`src/rtl/i2c_slave_serial.sv`:
```
// -----------------------------------------------------------------------------
// i2c_slave_serial
//   Bit/byte-level I2C slave engine. Synchronises the raw SCL/SDA pads,
//   detects START/STOP, matches the 7-bit device address, generates ACKs and
//   converts bus traffic into register-interface accesses.
//
//   Write transfer : START, {addr,0}, reg pointer, data..., STOP
//   Read transfer  : START, {addr,1}, data... (master ACKs all but last byte)
//   The register pointer survives a repeated START, so the usual
//   "write pointer, Sr, read" sequence works.
//
// Parameters
//   I2C_ADDRESS    7-bit slave address compared with bits [7:1] of first byte
//   RESET_ADDR     register pointer value after reset
//
// Ports
//   clk            system clock (>= 16x SCL rate)
//   rst            synchronous active-high reset
//   sclIn, sdaIn   raw asynchronous pad inputs
//   sdaOut         0 = pull SDA low, 1 = release (open-drain pad is external)
//   regAddr        register pointer to the register interface
//   dataToRegIf    write data to the register interface
//   writeEn        one-clk write strobe, regAddr/dataToRegIf valid with it
//   dataFromRegIf  registered read data, valid 1 clk after regAddr changes
//   selected       high while this slave is addressed
//
// Optional feature
//   REG_ADDR_AUTOINC_EN : when defined, regAddr increments (mod 256) after
//   every ACKed write byte and every master-ACKed read byte. When undefined,
//   regAddr only changes through the register-pointer phase.
// -----------------------------------------------------------------------------
module i2c_slave_serial #(
    parameter logic [6:0] I2C_ADDRESS = 7'h3C,
    parameter logic [7:0] RESET_ADDR  = 8'h00
) (
    input  logic       clk,
    input  logic       rst,
    input  logic       sclIn,
    input  logic       sdaIn,
    output logic       sdaOut,
    output logic [7:0] regAddr,
    output logic [7:0] dataToRegIf,
    output logic       writeEn,
    input  logic [7:0] dataFromRegIf,
    output logic       selected
);

    typedef enum logic [3:0] {
        IDLE,
        DEV_ADDR,
        ACK_DEV,
        REG_ADDR,
        ACK_REG,
        WR_DATA,
        ACK_WR,
        RD_DATA,
        RD_ACK,
        WAIT_STOP
    } state_t;

    // ------------------------------------------------------------------
    // Pad synchronisers plus one edge-detect stage per line.
    // Index 1 = SCL, index 0 = SDA. Everything resets to the idle-bus
    // level (high) so no spurious edge is seen coming out of reset.
    // ------------------------------------------------------------------
    logic [1:0] pad_in;
    logic [1:0] sync_val;
    logic [1:0] prev_val;

    assign pad_in = {sclIn, sdaIn};

    genvar gi;
    generate
        for (gi = 0; gi < 2; gi++) begin : g_sync
            logic meta_reg;
            logic sync_reg;
            logic prev_reg;

            always_ff @(posedge clk) begin
                if (rst) begin
                    meta_reg <= 1'b1;
                    sync_reg <= 1'b1;
                    prev_reg <= 1'b1;
                end else begin
                    meta_reg <= pad_in[gi];
                    sync_reg <= meta_reg;
                    prev_reg <= sync_reg;
                end
            end

            assign sync_val[gi] = sync_reg;
            assign prev_val[gi] = prev_reg;
        end
    endgenerate

    logic scl;
    logic sda;
    logic scl_prev;
    logic sda_prev;
    logic scl_rise;
    logic scl_fall;
    logic start_cond;
    logic stop_cond;

    assign scl      = sync_val[1];
    assign sda      = sync_val[0];
    assign scl_prev = prev_val[1];
    assign sda_prev = prev_val[0];
    assign scl_rise = scl & ~scl_prev;
    assign scl_fall = ~scl & scl_prev;
    // SDA edges only count as bus conditions while SCL is steadily high.
    assign start_cond = scl & scl_prev & sda_prev & ~sda;
    assign stop_cond  = scl & scl_prev & ~sda_prev & sda;

    // ------------------------------------------------------------------
    // Byte engine
    // ------------------------------------------------------------------
    state_t     state_reg;
    logic [2:0] bit_cnt_reg;
    logic [7:0] shift_reg;
    logic       sda_out_reg;
    logic       sel_reg;
    logic [7:0] reg_addr_reg;
    logic [7:0] data_reg;
    logic       wr_en_reg;
    logic       rw_reg;
    // Set on the SCL rise of the ACK clock; the next fall ends the ACK slot.
    logic       ack_seen_reg;

    logic [7:0] rx_byte;
    logic [7:0] reg_addr_next;

    assign rx_byte = {shift_reg[6:0], sda};

`ifdef REG_ADDR_AUTOINC_EN
    assign reg_addr_next = reg_addr_reg + 8'd1;
`else
    assign reg_addr_next = reg_addr_reg;
`endif

    always_ff @(posedge clk) begin
        if (rst) begin
            state_reg    <= IDLE;
            bit_cnt_reg  <= 3'd0;
            shift_reg    <= 8'h00;
            sda_out_reg  <= 1'b1;
            sel_reg      <= 1'b0;
            reg_addr_reg <= RESET_ADDR;
            data_reg     <= 8'h00;
            wr_en_reg    <= 1'b0;
            rw_reg       <= 1'b0;
            ack_seen_reg <= 1'b0;
        end else begin
            wr_en_reg <= 1'b0;

            if (start_cond) begin
                // Any partial byte is simply dropped; regAddr is kept.
                state_reg   <= DEV_ADDR;
                bit_cnt_reg <= 3'd0;
                sda_out_reg <= 1'b1;
                sel_reg     <= 1'b0;
            end else if (stop_cond) begin
                state_reg   <= IDLE;
                bit_cnt_reg <= 3'd0;
                sda_out_reg <= 1'b1;
                sel_reg     <= 1'b0;
            end else begin
                case (state_reg)
                    DEV_ADDR: begin
                        if (scl_rise) begin
                            shift_reg <= rx_byte;
                            if (bit_cnt_reg == 3'd7) begin
                                bit_cnt_reg  <= 3'd0;
                                ack_seen_reg <= 1'b0;
                                if (rx_byte[7:1] == I2C_ADDRESS) begin
                                    state_reg <= ACK_DEV;
                                    sel_reg   <= 1'b1;
                                    rw_reg    <= rx_byte[0];
                                end else begin
                                    state_reg <= WAIT_STOP;
                                end
                            end else begin
                                bit_cnt_reg <= bit_cnt_reg + 3'd1;
                            end
                        end
                    end

                    ACK_DEV: begin
                        if (scl_fall) begin
                            if (!ack_seen_reg) begin
                                sda_out_reg <= 1'b0;
                            end else begin
                                bit_cnt_reg <= 3'd0;
                                if (rw_reg) begin
                                    // Present the first read byte's MSB now.
                                    shift_reg   <= dataFromRegIf;
                                    sda_out_reg <= dataFromRegIf[7];
                                    state_reg   <= RD_DATA;
                                end else begin
                                    sda_out_reg <= 1'b1;
                                    state_reg   <= REG_ADDR;
                                end
                            end
                        end else if (scl_rise) begin
                            ack_seen_reg <= 1'b1;
                        end
                    end

                    REG_ADDR: begin
                        if (scl_rise) begin
                            shift_reg <= rx_byte;
                            if (bit_cnt_reg == 3'd7) begin
                                reg_addr_reg <= rx_byte;
                                bit_cnt_reg  <= 3'd0;
                                ack_seen_reg <= 1'b0;
                                state_reg    <= ACK_REG;
                            end else begin
                                bit_cnt_reg <= bit_cnt_reg + 3'd1;
                            end
                        end
                    end

                    ACK_REG: begin
                        if (scl_fall) begin
                            if (!ack_seen_reg) begin
                                sda_out_reg <= 1'b0;
                            end else begin
                                sda_out_reg <= 1'b1;
                                bit_cnt_reg <= 3'd0;
                                state_reg   <= WR_DATA;
                            end
                        end else if (scl_rise) begin
                            ack_seen_reg <= 1'b1;
                        end
                    end

                    WR_DATA: begin
                        if (scl_rise) begin
                            shift_reg <= rx_byte;
                            if (bit_cnt_reg == 3'd7) begin
                                // Strobe appears the clk after the 8th bit,
                                // long before the pointer moves.
                                data_reg     <= rx_byte;
                                wr_en_reg    <= 1'b1;
                                bit_cnt_reg  <= 3'd0;
                                ack_seen_reg <= 1'b0;
                                state_reg    <= ACK_WR;
                            end else begin
                                bit_cnt_reg <= bit_cnt_reg + 3'd1;
                            end
                        end
                    end

                    ACK_WR: begin
                        if (scl_fall) begin
                            if (!ack_seen_reg) begin
                                sda_out_reg <= 1'b0;
                            end else begin
                                sda_out_reg  <= 1'b1;
                                reg_addr_reg <= reg_addr_next;
                                bit_cnt_reg  <= 3'd0;
                                state_reg    <= WR_DATA;
                            end
                        end else if (scl_rise) begin
                            ack_seen_reg <= 1'b1;
                        end
                    end

                    RD_DATA: begin
                        if (scl_rise) begin
                            if (bit_cnt_reg == 3'd7) begin
                                bit_cnt_reg  <= 3'd0;
                                ack_seen_reg <= 1'b0;
                                state_reg    <= RD_ACK;
                            end else begin
                                bit_cnt_reg <= bit_cnt_reg + 3'd1;
                            end
                        end else if (scl_fall) begin
                            sda_out_reg <= shift_reg[6];
                            shift_reg   <= {shift_reg[6:0], 1'b0};
                        end
                    end

                    RD_ACK: begin
                        if (scl_fall) begin
                            if (!ack_seen_reg) begin
                                // Release SDA for the master's ACK/NACK.
                                sda_out_reg <= 1'b1;
                            end else begin
                                // Pointer moved at the ACK rise, so the
                                // registered read data has already settled.
                                shift_reg   <= dataFromRegIf;
                                sda_out_reg <= dataFromRegIf[7];
                                bit_cnt_reg <= 3'd0;
                                state_reg   <= RD_DATA;
                            end
                        end else if (scl_rise) begin
                            if (!sda) begin
                                ack_seen_reg <= 1'b1;
                                reg_addr_reg <= reg_addr_next;
                            end else begin
                                sel_reg   <= 1'b0;
                                state_reg <= WAIT_STOP;
                            end
                        end
                    end

                    default: begin
                        // IDLE and WAIT_STOP only leave on START/STOP.
                    end
                endcase
            end
        end
    end

    assign sdaOut      = sda_out_reg;
    assign regAddr     = reg_addr_reg;
    assign dataToRegIf = data_reg;
    assign writeEn     = wr_en_reg;
    assign selected    = sel_reg;

endmodule
```
`config.mk`:
```
export PLATFORM = sky130hd
export DESIGN_NAME = i2c_slave_serial
export DESIGN_NICKNAME = d
export VERILOG_FILES = /design/src/rtl/i2c_slave_serial.sv
export SDC_FILE = /design/constraint.sdc
export NUM_CORES = 1
export LEC_CHECK = 0
export CORE_ASPECT_RATIO = 0.8
export CORE_MARGIN = 2
export CORE_UTILIZATION = 58
export CTS_CLUSTER_DIAMETER = 30
export DETAILED_ROUTE_END_ITERATION = 10
export PLACE_DENSITY = 0.84
export SETUP_SLACK_MARGIN = 0.02
export SLEW_MARGIN = 20
export SYNTH_ARGS = -nofsm -noshare
export SYNTH_HDL_FRONTEND = slang
export SYNTH_SLANG_ARGS = --single-unit
```
`constraint.sdc`:
```
create_clock -name clk -period 6.2 [get_ports clk]
set_clock_uncertainty 0.15 [all_clocks]
set_input_delay 0.62 -clock clk [delete_from_list [all_inputs] [get_ports clk]]
set_output_delay 0.62 -clock clk [all_outputs]
set_load 0.005 [all_outputs]
```
==> results.cfg <==
[global_route]
grt_start_max_net_pins = 32
grt_pass1_vias = 1574
grt_usage_pct = 23.3
grt_remaining_overflow = 0
antenna_found_initial = 0
grt_first_pass_wirelength_um = 7440

[clocking]
cts_resized = 0
cts_post_setup_buffers_inserted = 0
cts.sink_count = 41
clk-insertion-delay-late_ps = 290
cts_buffers = 5
clkTransAtPathRegs_ps = 80
cts.root.buffer_cell = sky130_fd_sc_hd__clkbuf_8
cts_hold_repair.buffers = 0
ctsHtreeMaxLevel = 2
clock_tree_from_tritoncts = yes
max-clock-path-buffers = 2

[finish]
finished_layout_cells = 304
most_common_cell_after_layout_fill_and_taps_aside = sky130_fd_sc_hd__dfxtp_1
most-common-layout-cells = sky130_fd_sc_hd__dfxtp_1, sky130_fd_sc_hd__nor2_1, sky130_fd_sc_hd__clkdlybuf4s50_1, sky130_fd_sc_hd__nand2_1, sky130_fd_sc_hd__mux2i_1
drive_gt1_share_pct = 14.1
fin_nets = 278
fillCellCount = 263
final_area_um2 = 2530
flow.area_growth_from_synthesis_pct = 18.8
antenna_cells = 0

[die]
row_count = 19
die_height_um = 58.3
die_w_um = 71.8
die-area_um2 = 4180
initial_utilization_pct = 61.5
design.core.area_um2 = 3470
ios = 31

[worst_setup_path]
rrSetupSlack_ps = 3350
cp_cell_sequence = nor2b_1 > nand3_2 > nor3_4 > mux2i_1 > nor2_1
crit_path_end_kind = flop
crit_type = flop to flop
cp_data_required_time_ps = 6220
worstPathMaxFanout = 17
worst_setup_path_start_kind = flop
largest_incremental_delay_on_the_critical_path_ps = 790
cp_slowest_cell = sky130_fd_sc_hd__nor2b_1
cpLargestDelayFamily = simple AND/OR/NAND/NOR gates
critPathArrivalTime_ps = 2880
cp_num_buf_inv = 0

[power_and_ir_drop]
power.ir.vdd_worst_mv = 0.195
leakage_nw = 0.903
power-per-cell-area_nw_per_um2 = 207

[placement]
placed_cells_incl_taps = 296
place.port_buffers = 30
dpl.hpwl_um = 3150
gp_congestion = 0.968
post_dp_area_um2 = 2420

[route]
ant_nets = 0
wl_um = 4480
via_count = 1789
wl_per_cell_um = 14.7
drt-pass1-iter-count = 4
drt_iter0_markers = 145
number_of_remaining_drc_errors = 0
via_per_inst = 5.88

[sta]
tightest_slew_ps = 1020
achievable-frequency_mhz = 351
timing_hold_violations_final = 0
shortest_period_the_worst_path_allows_ps = 2850
setup_viol = 0
slew_headroom_pct = 31.9
slew_violations = 0
portion_of_the_clock_cycle_consumed_by_the_worst_path_in_the_final_layout_pct = 46.0
setup-tns-final_ps = 0
rsz0062_at_grt = no

[synth]
post_synthesis_register_bit_count = 41
synth_cell_types = 50
syn_avg_cell_area_um2 = 9.01
count_of_warnings_emitted_by_yosys = 0
post_syn_area_um2 = 2130
synthFlopType = sky130_fd_sc_hd__dfxtp_1
syn_inst = 237
yosysSeqAreaShare_pct = 38.5
synth_area_leaders = sky130_fd_sc_hd__dfxtp_1, sky130_fd_sc_hd__mux2i_1, sky130_fd_sc_hd__nor2_1, sky130_fd_sc_hd__a311oi_2, sky130_fd_sc_hd__nand2_1
mappedNetlistNets = 254
synth_top_cell_by_area = sky130_fd_sc_hd__dfxtp_1
async_reset_ff_share_pct = 0
number_of_enable_flip_flop_cells_after_synthesis = 0
yosys.area.top_type_share_pct = 38.5

[run_status]
outcome = completed

[flow_run]
drv.max_cap_violation_count = 0

[hold_path]
hold_path.class = flop to flop
[worst reg2reg max path, cell delays in order (launching register included)]
cell	delay, ps
sky130_fd_sc_hd__dfxtp_1	670
sky130_fd_sc_hd__nor2b_1	790
sky130_fd_sc_hd__nand3_2	270
sky130_fd_sc_hd__nor3_4	540
sky130_fd_sc_hd__mux2i_1	250
sky130_fd_sc_hd__nor2_1	60
[path summary, 6_finish.rpt]
check	from	end	depth (start not counted)
worst max-delay path	state_reg[0]	dataToRegIf[4]	5
worst min-delay path	g_sync[0].meta_reg	g_sync[0].sync_reg	1
worst max register to register	state_reg[0]	dataToRegIf[4]	5
worst min register to register	g_sync[0].meta_reg	g_sync[0].sync_reg	1
[synth_stat cells (2+ instances only)]
master,count
sky130_fd_sc_hd__a21oi_1,10
sky130_fd_sc_hd__a311oi_2,7
sky130_fd_sc_hd__and3_1,2
sky130_fd_sc_hd__buf_1,2
sky130_fd_sc_hd__buf_2,3
sky130_fd_sc_hd__buf_4,2
sky130_fd_sc_hd__clkbuf_1,6
sky130_fd_sc_hd__dfxtp_1,41
sky130_fd_sc_hd__ha_1,5
sky130_fd_sc_hd__inv_1,4
sky130_fd_sc_hd__mux2i_1,21
sky130_fd_sc_hd__nand2_1,26
sky130_fd_sc_hd__nand2b_1,7
sky130_fd_sc_hd__nand3_1,5
sky130_fd_sc_hd__nand3b_1,3
sky130_fd_sc_hd__nor2_1,31
sky130_fd_sc_hd__nor2_2,4
sky130_fd_sc_hd__nor2b_1,3
sky130_fd_sc_hd__nor3_1,5
sky130_fd_sc_hd__nor3_4,2
sky130_fd_sc_hd__nor3b_1,2
sky130_fd_sc_hd__nor4_1,3
sky130_fd_sc_hd__o211a_1,2
sky130_fd_sc_hd__o21ai_0,3
sky130_fd_sc_hd__o21ai_1,5
sky130_fd_sc_hd__o22ai_1,3
sky130_fd_sc_hd__or2_2,7
[cell families after synthesis]
kind of cell	share of synthesized area [%]
multiplexers	10.4
buffers and inverters	4.04
XOR/XNOR	0.821
adder cells (fa/ha/maj)	2.93
flip-flops	38.5
AO/OA/AOI/OAI	16.9
AND/OR/NAND/NOR	26.4
[layer usage]
| metal | part of all wire, % | wire, um | up-vias | track usage (%) |
|---|---|---|---|---|
| met4 | 1.5 | 65 | 0 | 9.70 |
| met5 | 0 | 0 | - | 0 |
| met2 | 42 | 1900 | 66 | 32.0 |
| li1 | - | - | 890 | - |
| met3 | 7.4 | 332 | 6 | 8.35 |
| met1 | 49 | 2180 | 827 | 32.9 |
[through the flow]
stage                     worst slack (ps)  total power, mW  hold slack (ps)  util [%]
after floorplan                       4060            0.320              239         -
after global placement                3500            0.333              241      69.8
after detailed placement              3410            0.334              253      69.8
after CTS                             3380            0.529              272      72.9
after global routing                  3140            0.551              290      73.0
final                                 3350            0.525              268      73.0
[power by group]
group | switching (mW) | internal [mW]
sequential | 0.0107 | 0.270
combinational | 0.0262 | 0.0223
clock | 0.0931 | 0.103
[layout make-up]
cell class	instances	area, um2	share of cell area [%]
repair buffers	31	308	12.1
clock buffers	7	96.3	3.80
multi-input cells	178	1230	48.7
clock inverters	1	8.76	0.346
flip-flops and latches	41	821	32.4
inverters	4	15.0	0.592
well taps	42	52.6	2.07
(Power assumes the default switching activity.)
